===== src/rtl/imm_splitter.sv =====
// ---------------------------------------------------------------------------
// imm_splitter
//
// Turns a 32-bit constant into the 16-bit immediate beat(s) needed to rebuild
// it. This is the inverse of the immediate sign/zero extender.
//   - Constants that fit a single immediate produce one beat:
//       kind 00 (signed, addi-style) or kind 01 (zero-extended, ori-style).
//   - All other constants produce two beats:
//       kind 10 (upper half, lui-style), then kind 11 (lower half, ori-style).
// Both sides use valid/ready handshakes. A constant that fits is presented on
// the cycle after it is accepted, so fitting constants stream one per cycle.
//
// Parameters:
//   ALWAYS_SPLIT  1 = emit every constant as an upper/lower pair.
//
// Optional feature (macro IMM_SPLITTER_STATS_EN):
//   Adds split_cnt_o, a saturating count of accepted constants that needed
//   two beats. Cleared by rst_i.
//
// Ports:
//   clk_i        clock, rising edge
//   rst_i        synchronous, active-high reset
//   data_i       constant to encode
//   select_i     1 = signed extension target, 0 = zero extension target
//   valid_i      data_i/select_i valid
//   ready_o      block accepts an input this cycle
//   imm_o        immediate field of the current output beat
//   kind_o       00 single signed, 01 single zero, 10 upper, 11 lower
//   last_o       current beat is the final beat of its constant
//   valid_o      output beat valid
//   ready_i      downstream accepts the beat
//   split_cnt_o  (IMM_SPLITTER_STATS_EN only) count of split constants
// ---------------------------------------------------------------------------
module imm_splitter #(
  parameter bit ALWAYS_SPLIT = 1'b0
) (
  input  logic        clk_i,
  input  logic        rst_i,
  input  logic [31:0] data_i,
  input  logic        select_i,
  input  logic        valid_i,
  output logic        ready_o,
  output logic [15:0] imm_o,
  output logic [1:0]  kind_o,
  output logic        last_o,
  output logic        valid_o,
  input  logic        ready_i
`ifdef IMM_SPLITTER_STATS_EN
  ,
  output logic [15:0] split_cnt_o
`endif
);

  typedef enum logic [1:0] {
    IDLE   = 2'd0,
    SINGLE = 2'd1,
    HI     = 2'd2,
    LO     = 2'd3
  } state_t;

  localparam logic [1:0] KIND_HI = 2'b10;
  localparam logic [1:0] KIND_LO = 2'b11;

  state_t      state_q, state_d;
  logic [15:0] imm_q,   imm_d;
  logic [1:0]  kind_q,  kind_d;
  logic        last_q,  last_d;
  logic [15:0] lo_q,    lo_d;   // lower half waiting behind an upper beat

  logic accept;
  logic fits;

  // A new constant can enter when nothing is held, or when the beat being
  // presented is a final one and leaves this cycle. HI never accepts because
  // its lower half still has to go out.
  assign ready_o = (state_q == IDLE) ||
                   (((state_q == SINGLE) || (state_q == LO)) && ready_i);
  assign accept  = valid_i && ready_o;

  always_comb begin
    if (select_i) fits = (data_i[31:16] == {16{data_i[15]}});
    else          fits = (data_i[31:16] == 16'h0000);
    if (ALWAYS_SPLIT) fits = 1'b0;
  end

  // NOTE: every signal assigned in this block gets a default first, so no
  // path leaves it unassigned and no latch is inferred.
  always_comb begin
    state_d = state_q;
    imm_d   = imm_q;
    kind_d  = kind_q;
    last_d  = last_q;
    lo_d    = lo_q;
    unique case (state_q)
      IDLE, SINGLE, LO: begin
        if (accept) begin
          if (fits) begin
            state_d = SINGLE;
            imm_d   = data_i[15:0];
            kind_d  = {1'b0, ~select_i};
            last_d  = 1'b1;
          end else begin
            state_d = HI;
            imm_d   = data_i[31:16];
            kind_d  = KIND_HI;
            last_d  = 1'b0;
            lo_d    = data_i[15:0];
          end
        end else if ((state_q != IDLE) && ready_i) begin
          state_d = IDLE;
        end
      end
      HI: begin
        if (ready_i) begin
          state_d = LO;
          imm_d   = lo_q;
          kind_d  = KIND_LO;
          last_d  = 1'b1;
        end
      end
      default: state_d = IDLE;
    endcase
  end

  // NOTE: sequential state is written with non-blocking assignments so every
  // register samples the pre-edge values, independent of statement order.
  always_ff @(posedge clk_i) begin
    if (rst_i) begin
      state_q <= IDLE;
      imm_q   <= '0;
      kind_q  <= '0;
      last_q  <= 1'b0;
      lo_q    <= '0;
    end else begin
      state_q <= state_d;
      imm_q   <= imm_d;
      kind_q  <= kind_d;
      last_q  <= last_d;
      lo_q    <= lo_d;
    end
  end

  assign valid_o = (state_q != IDLE);
  assign imm_o   = imm_q;
  assign kind_o  = kind_q;
  assign last_o  = last_q;

`ifdef IMM_SPLITTER_STATS_EN
  logic [15:0] split_cnt_q;

  always_ff @(posedge clk_i) begin
    if (rst_i) begin
      split_cnt_q <= '0;
    end else if (accept && !fits && (split_cnt_q != 16'hFFFF)) begin
      split_cnt_q <= split_cnt_q + 16'd1;
    end
  end

  assign split_cnt_o = split_cnt_q;
`endif

endmodule

===== config.mk =====
export PLATFORM = sky130hd
export DESIGN_NAME = imm_splitter
export DESIGN_NICKNAME = d
export VERILOG_FILES = /design/src/rtl/imm_splitter.sv
export SDC_FILE = /design/constraint.sdc
export NUM_CORES = 1
export LEC_CHECK = 0
export CORE_ASPECT_RATIO = 1.4
export CORE_MARGIN = 5
export CORE_UTILIZATION = 46
export DETAILED_ROUTE_END_ITERATION = 7
export PLACE_DENSITY = 0.8
export SYNTH_ARGS = -nofsm -noshare
export SYNTH_HDL_FRONTEND = slang
export SYNTH_SLANG_ARGS = --single-unit

===== constraint.sdc =====
create_clock -name clk_i -period 3.26 [get_ports clk_i]
set_input_delay 0.978 -clock clk_i [delete_from_list [all_inputs] [get_ports clk_i]]
set_output_delay 0.978 -clock clk_i [all_outputs]
set_load 0.05 [all_outputs]

### After elaboration in Yosys (flattened, before gate mapping)

Index checks and enable logic that the tools add are counted.

* eq/ne operators: 7
* multiplexer cells: 17
* bitwise logic cells: 2
* reductions and logical operators: 12

Operator list (count)
* two-way mux 16 bit: 3
* case mux 16 bit (2 select lines): 1
* equality test 16 bit: 1
* logical NOT 16 bit: 1
* two-way mux 2 bit: 6
* case mux 2 bit (2 select lines): 2
* equality test 2 bit, second input constant: 2
* two-way mux 1 bit: 4
* != test 2 bit, second input constant: 2
* AND reduction 2 bit: 2
* logical AND 1 bit: 3
* != test 3 bit, second input constant: 1
* AND reduction 3 bit: 1
* OR reduction 3 bit: 1
* equality test 2 x 1 -> 1 bit, second input constant: 1
* logical NOT 2 bit: 1
* logical OR 1 bit: 2
* inverter 1 bit: 2
* case mux 1 bit (2 select lines): 1
* nonzero test 2 bit: 1

* register bits: 37
* input bits: 37
* output and inout port bits: 21

### Logic depth before layout (Yosys ltp)

* depth after elaboration: 7
* mapped depth: 8
* depth with buffers taken out: 5

### Worst setup path before layout

Ideal clock, no wire load.

* path kind: input-to-reg
* start: input port data_i[19]
* end: register imm_q[10], in the netlist imm_o[10]
* arrival time: 2.552 ns
* setup slack: 0.594 ns
* cell stages on the path: 7
* cell sequence: nand4_1 -> or4_1 -> mux2_2 -> buf_6 -> buf_6 -> mux2i_1 -> a2111oi_0

* word-level cells in the longest chain between the ends: 5

RTL lines
* start: declaration: line 39 `input logic [31:0] data_i,`
* equality test 16 bit / logical NOT 16 bit (equally long branches): line 81, 82
* two-way mux 1 bit *: line 81 `if (select_i) fits = (data_i[31:16] == {16{data_i[15]}});`
* two-way mux 16 bit *: line 97 `if (fits) begin`
* two-way mux 16 bit *: line 96 `if (accept) begin`
* case mux 16 bit (2 select lines) *: line 94 `unique case (state_q)`
* end signal: assignment: line 136 `imm_q <= imm_d;`
* end: declaration: line 65 `logic [15:0] imm_q, imm_d;`

Every way passes the cells marked *; elsewhere a longest branch is shown, timed or not. The select of a mux whose other input is x is not followed.
A chain may end at the register's enable or synchronous reset.

### Worst setup path after layout

* start: input port data_i[31]
* end: register imm_q[11], in the netlist imm_o[11]

The elaborated chain is that of the path after synthesis.

==> results.json <==
{
  "p_per_cell_area_nw_per_um2": 453,
  "first_global_vias": 1778,
  "areaGrowthSynthToFinish_pct": 45.0,
  "die_height_um": 84.0,
  "source_to_sink_clock_delay_at_the_later_pin_of_the_worst_skew_pair_ps": 290,
  "rrSetupSlack_ps": 1650,
  "antenna-diode-count": 0,
  "cts_root_buffer": "sky130_fd_sc_hd__clkbuf_8",
  "grt.overflow.total": 0,
  "tritoncts_clock_tree": "yes",
  "dieArea_um2": 5280,
  "worst_hold_path_type": "register to register",
  "gpl.final_weighted_congestion": 0.817,
  "max_slew_margin_pct": 65.4,
  "max_cap_viol_count": 0,
  "r2r_end": "lo_q[2]$_SDFFE_PP0P_",
  "hold_violations": 0,
  "initial_utilization_pct": 46.8,
  "max-vdd-ir-drop_v": 0.000306,
  "grt.total_usage_pct": 18.9,
  "clk_transition_reported_paths_ps": 70,
  "min_to": "lo_q[14]$_SDFFE_PP0P_",
  "pin_count_of_the_biggest_net_entering_global_routing": 54,
  "synth_seq_area_share_pct": 41.1,
  "report.final.setup_viol": 0,
  "setup.worst_path.class": "input pin to register",
  "post_cts_buffers": 0,
  "clock_sinks": 37,
  "yosysWarnings": 0,
  "detail_route.wl_per_cell_um": 15.9,
  "synth.avg_cell_area_um2": 8.74,
  "cts-hold-fix-buffers": 0,
  "post_drt_via_cell_ratio": 5.73,
  "pin_count": 58,
  "critical_path.startpoint_type": "input pin",
  "min_delay_path_depth": 2,
  "cts-buffers-inserted": 5,
  "drive_gt1_share_pct": 11.7,
  "post_synth_num_cell_types": 27,
  "synth-edff-count": 0,
  "seq_cells_post_synth": 37,
  "final_cell_count_no_fill": 316,
  "timing.critical_path.fanout_max": 17,
  "placementRows": 27,
  "run_status": "finished, final reports clean",
  "drtIter0Drc": 73,
  "core-area_um2": 3850,
  "antenna_found_initial": 0,
  "grt_pass1_wl_mm": 8.20,
  "crit_arrival_ps": 3200,
  "die-width_um": 62.9,
  "rsz0062_at_grt": "no",
  "numPortBuffers": 57,
  "dp_hpwl_mm": 3.59,
  "postSynth.asyncResetShare_pct": 0,
  "max-clock-path-buffers": 2,
  "synth_ff_type": "sky130_fd_sc_hd__dfxtp_1",
  "timing.clock.skew_ps": 7.68,
  "cell_depth_of_the_worst_flop_to_flop_path": 5,
  "post-layout-total-power_uw": 1180,
  "maxClockFrequency_ghz": 0.329,
  "detailroute.via_count": 1810,
  "total_leakage_power_uw": 0.00108,
  "post_cts_resized": 0,
  "util_after_layout_pct": 67.8,
  "post-route-period-util_pct": 93.3,
  "crit_path_top_delay_cell": "sky130_fd_sc_hd__clkdlybuf4s50_1",
  "cp_data_required_time_ps": 3420,
  "path_cells": "clkdlybuf4s50_1 -> nand4_1 -> or4_1 -> mux2_2 -> buf_12 -> mux2i_1 -> a2111oi_0",
  "drtAntennaViolNets": 0,
  "worst-slew-pin-transition_ps": 518,
  "worstSetupStartpoint": "data_i[31]",
  "post_synthesis_cell_count": 206,
  "postPlaceCellArea_um2": 2530,
  "fin_area_um2": 2610,
  "r2r-start": "state_q[0]$_SDFFE_PP0P_",
  "drcViolationCount": 0,
  "final_net_count": 309,
  "critical-path-max-stage-delay_ps": 520,
  "dp_cells": 308,
  "drt-total-wl_mm": 5.02,
  "hold_start": "lo_q[14]$_SDFFE_PP0P_",
  "finalCriticalPeriod_ps": 3040,
  "drt_pass1_iterations": 4,
  "crit_path_end_kind": "register",
  "slew_viol_final": 0,
  "synthesis.nets": 243,
  "clock_tree.htree_level_count": 2,
  "fill_cells": 340,
  "synth_area_um2": 1800
}
where the power goes:
group	internal [µW]	total, µW	switching [µW]
combinational	147	354	208
clock	148	309	161
sequential	495	520	24.5
total	790	1180	393
worst max-delay path, delay by kind of cell:
| kind | cells | cell delay [ps] |
|---|---|---|
| and+or+nand+nor | 2 | 640 |
| buffers and inverters | 2 | 690 |
| muxes | 2 | 450 |
| AOI/OAI and AO/OA | 1 | 420 |
registers in the layout, summed over array words and instances (netlist names):
name,count
imm_o,16
lo_q,16
kind_o,2
state_q,2
last_o,1
stage by stage:
stage | hold slack (ps) | setup slack (ps) | TNS, ps
after global placement | 454 | 5.40 | 0
final | 471 | 220 | 0
after global routing | 489 | 66.6 | 0
after CTS | 472 | 186 | 0
after floorplan | 443 | 594 | 0
after detailed placement | 460 | -113 | -517
how the worst max path moves through the flow:
stage	to	slack (ps)	depth (start not counted)
finish	imm_o[11]$_SDFFE_PP0P_	220	7
floorplan	imm_o[10]$_SDFFE_PP0P_	590	7
global placement	imm_o[10]$_SDFFE_PP0P_	5	7
CTS	imm_o[11]$_SDFFE_PP0P_	190	7
detailed placement	imm_o[11]$_SDFFE_PP0P_	-110	7
global route	imm_o[10]$_SDFFE_PP0P_	70	7
final cells by class:
cell class / count / area (µm²) / area share [%]
Clock buffer: 6 / 72.6 / 2.78
Timing Repair Buffer: 77 / 756 / 29.0
Tap cell: 43 / 53.8 / 2.06
Clock inverter: 2 / 10.0 / 0.384
Multi-Input combinational cell: 149 / 970 / 37.2
Inverter: 2 / 7.51 / 0.288
Sequential cell: 37 / 741 / 28.4
logic make-up (layout without fill, tap and decap cells):
group	count (synthesis)	after routing	synth area share, %
compound gates	42	42	16.0
buf+inv	20	87	5.21
flops	37	37	41.1
mux	18	18	10.1
simple gates	89	89	27.6
per-layer routing:
layer / wire length, µm / track usage [%]
met1: 2130 / 22.1
met2: 2540 / 33.4
met3: 287 / 4.58
met4: 57 / 5.60
met5: 0 / 0
layout by cell type (no fill, tap or decap), types with 5 or more instances in the layout:
cell type                          n
sky130_fd_sc_hd__clkdlybuf4s50_1  56
sky130_fd_sc_hd__dfxtp_1          37
sky130_fd_sc_hd__nor2_1           35
sky130_fd_sc_hd__buf_4            18
sky130_fd_sc_hd__mux2i_1          17
sky130_fd_sc_hd__nand2b_1         16
sky130_fd_sc_hd__nand4b_1         16
sky130_fd_sc_hd__a2111oi_0        16
sky130_fd_sc_hd__o21ai_0          13
sky130_fd_sc_hd__nand4_1           5
sky130_fd_sc_hd__o21ai_1           5
sky130_fd_sc_hd__clkbuf_8          5
cells in the mapped netlist, drive strengths merged (2+ instances only):
cell type  number  area (µm²)
nand4           5        31.3
inv             2        7.51
buf             5        37.5
nor4            4        25.0
nor3            4        20.0
a2111oi        16         140
nand2b         16         100
a21oi           3        15.0
o21ai          18        90.1
mux2i          17         170
clkbuf         13        48.8
dfxtp          37         741
nand2           4        15.0
o21a            2        15.0
nor2           35         131
nand4b         16         140
(Power assumes the default switching activity.)
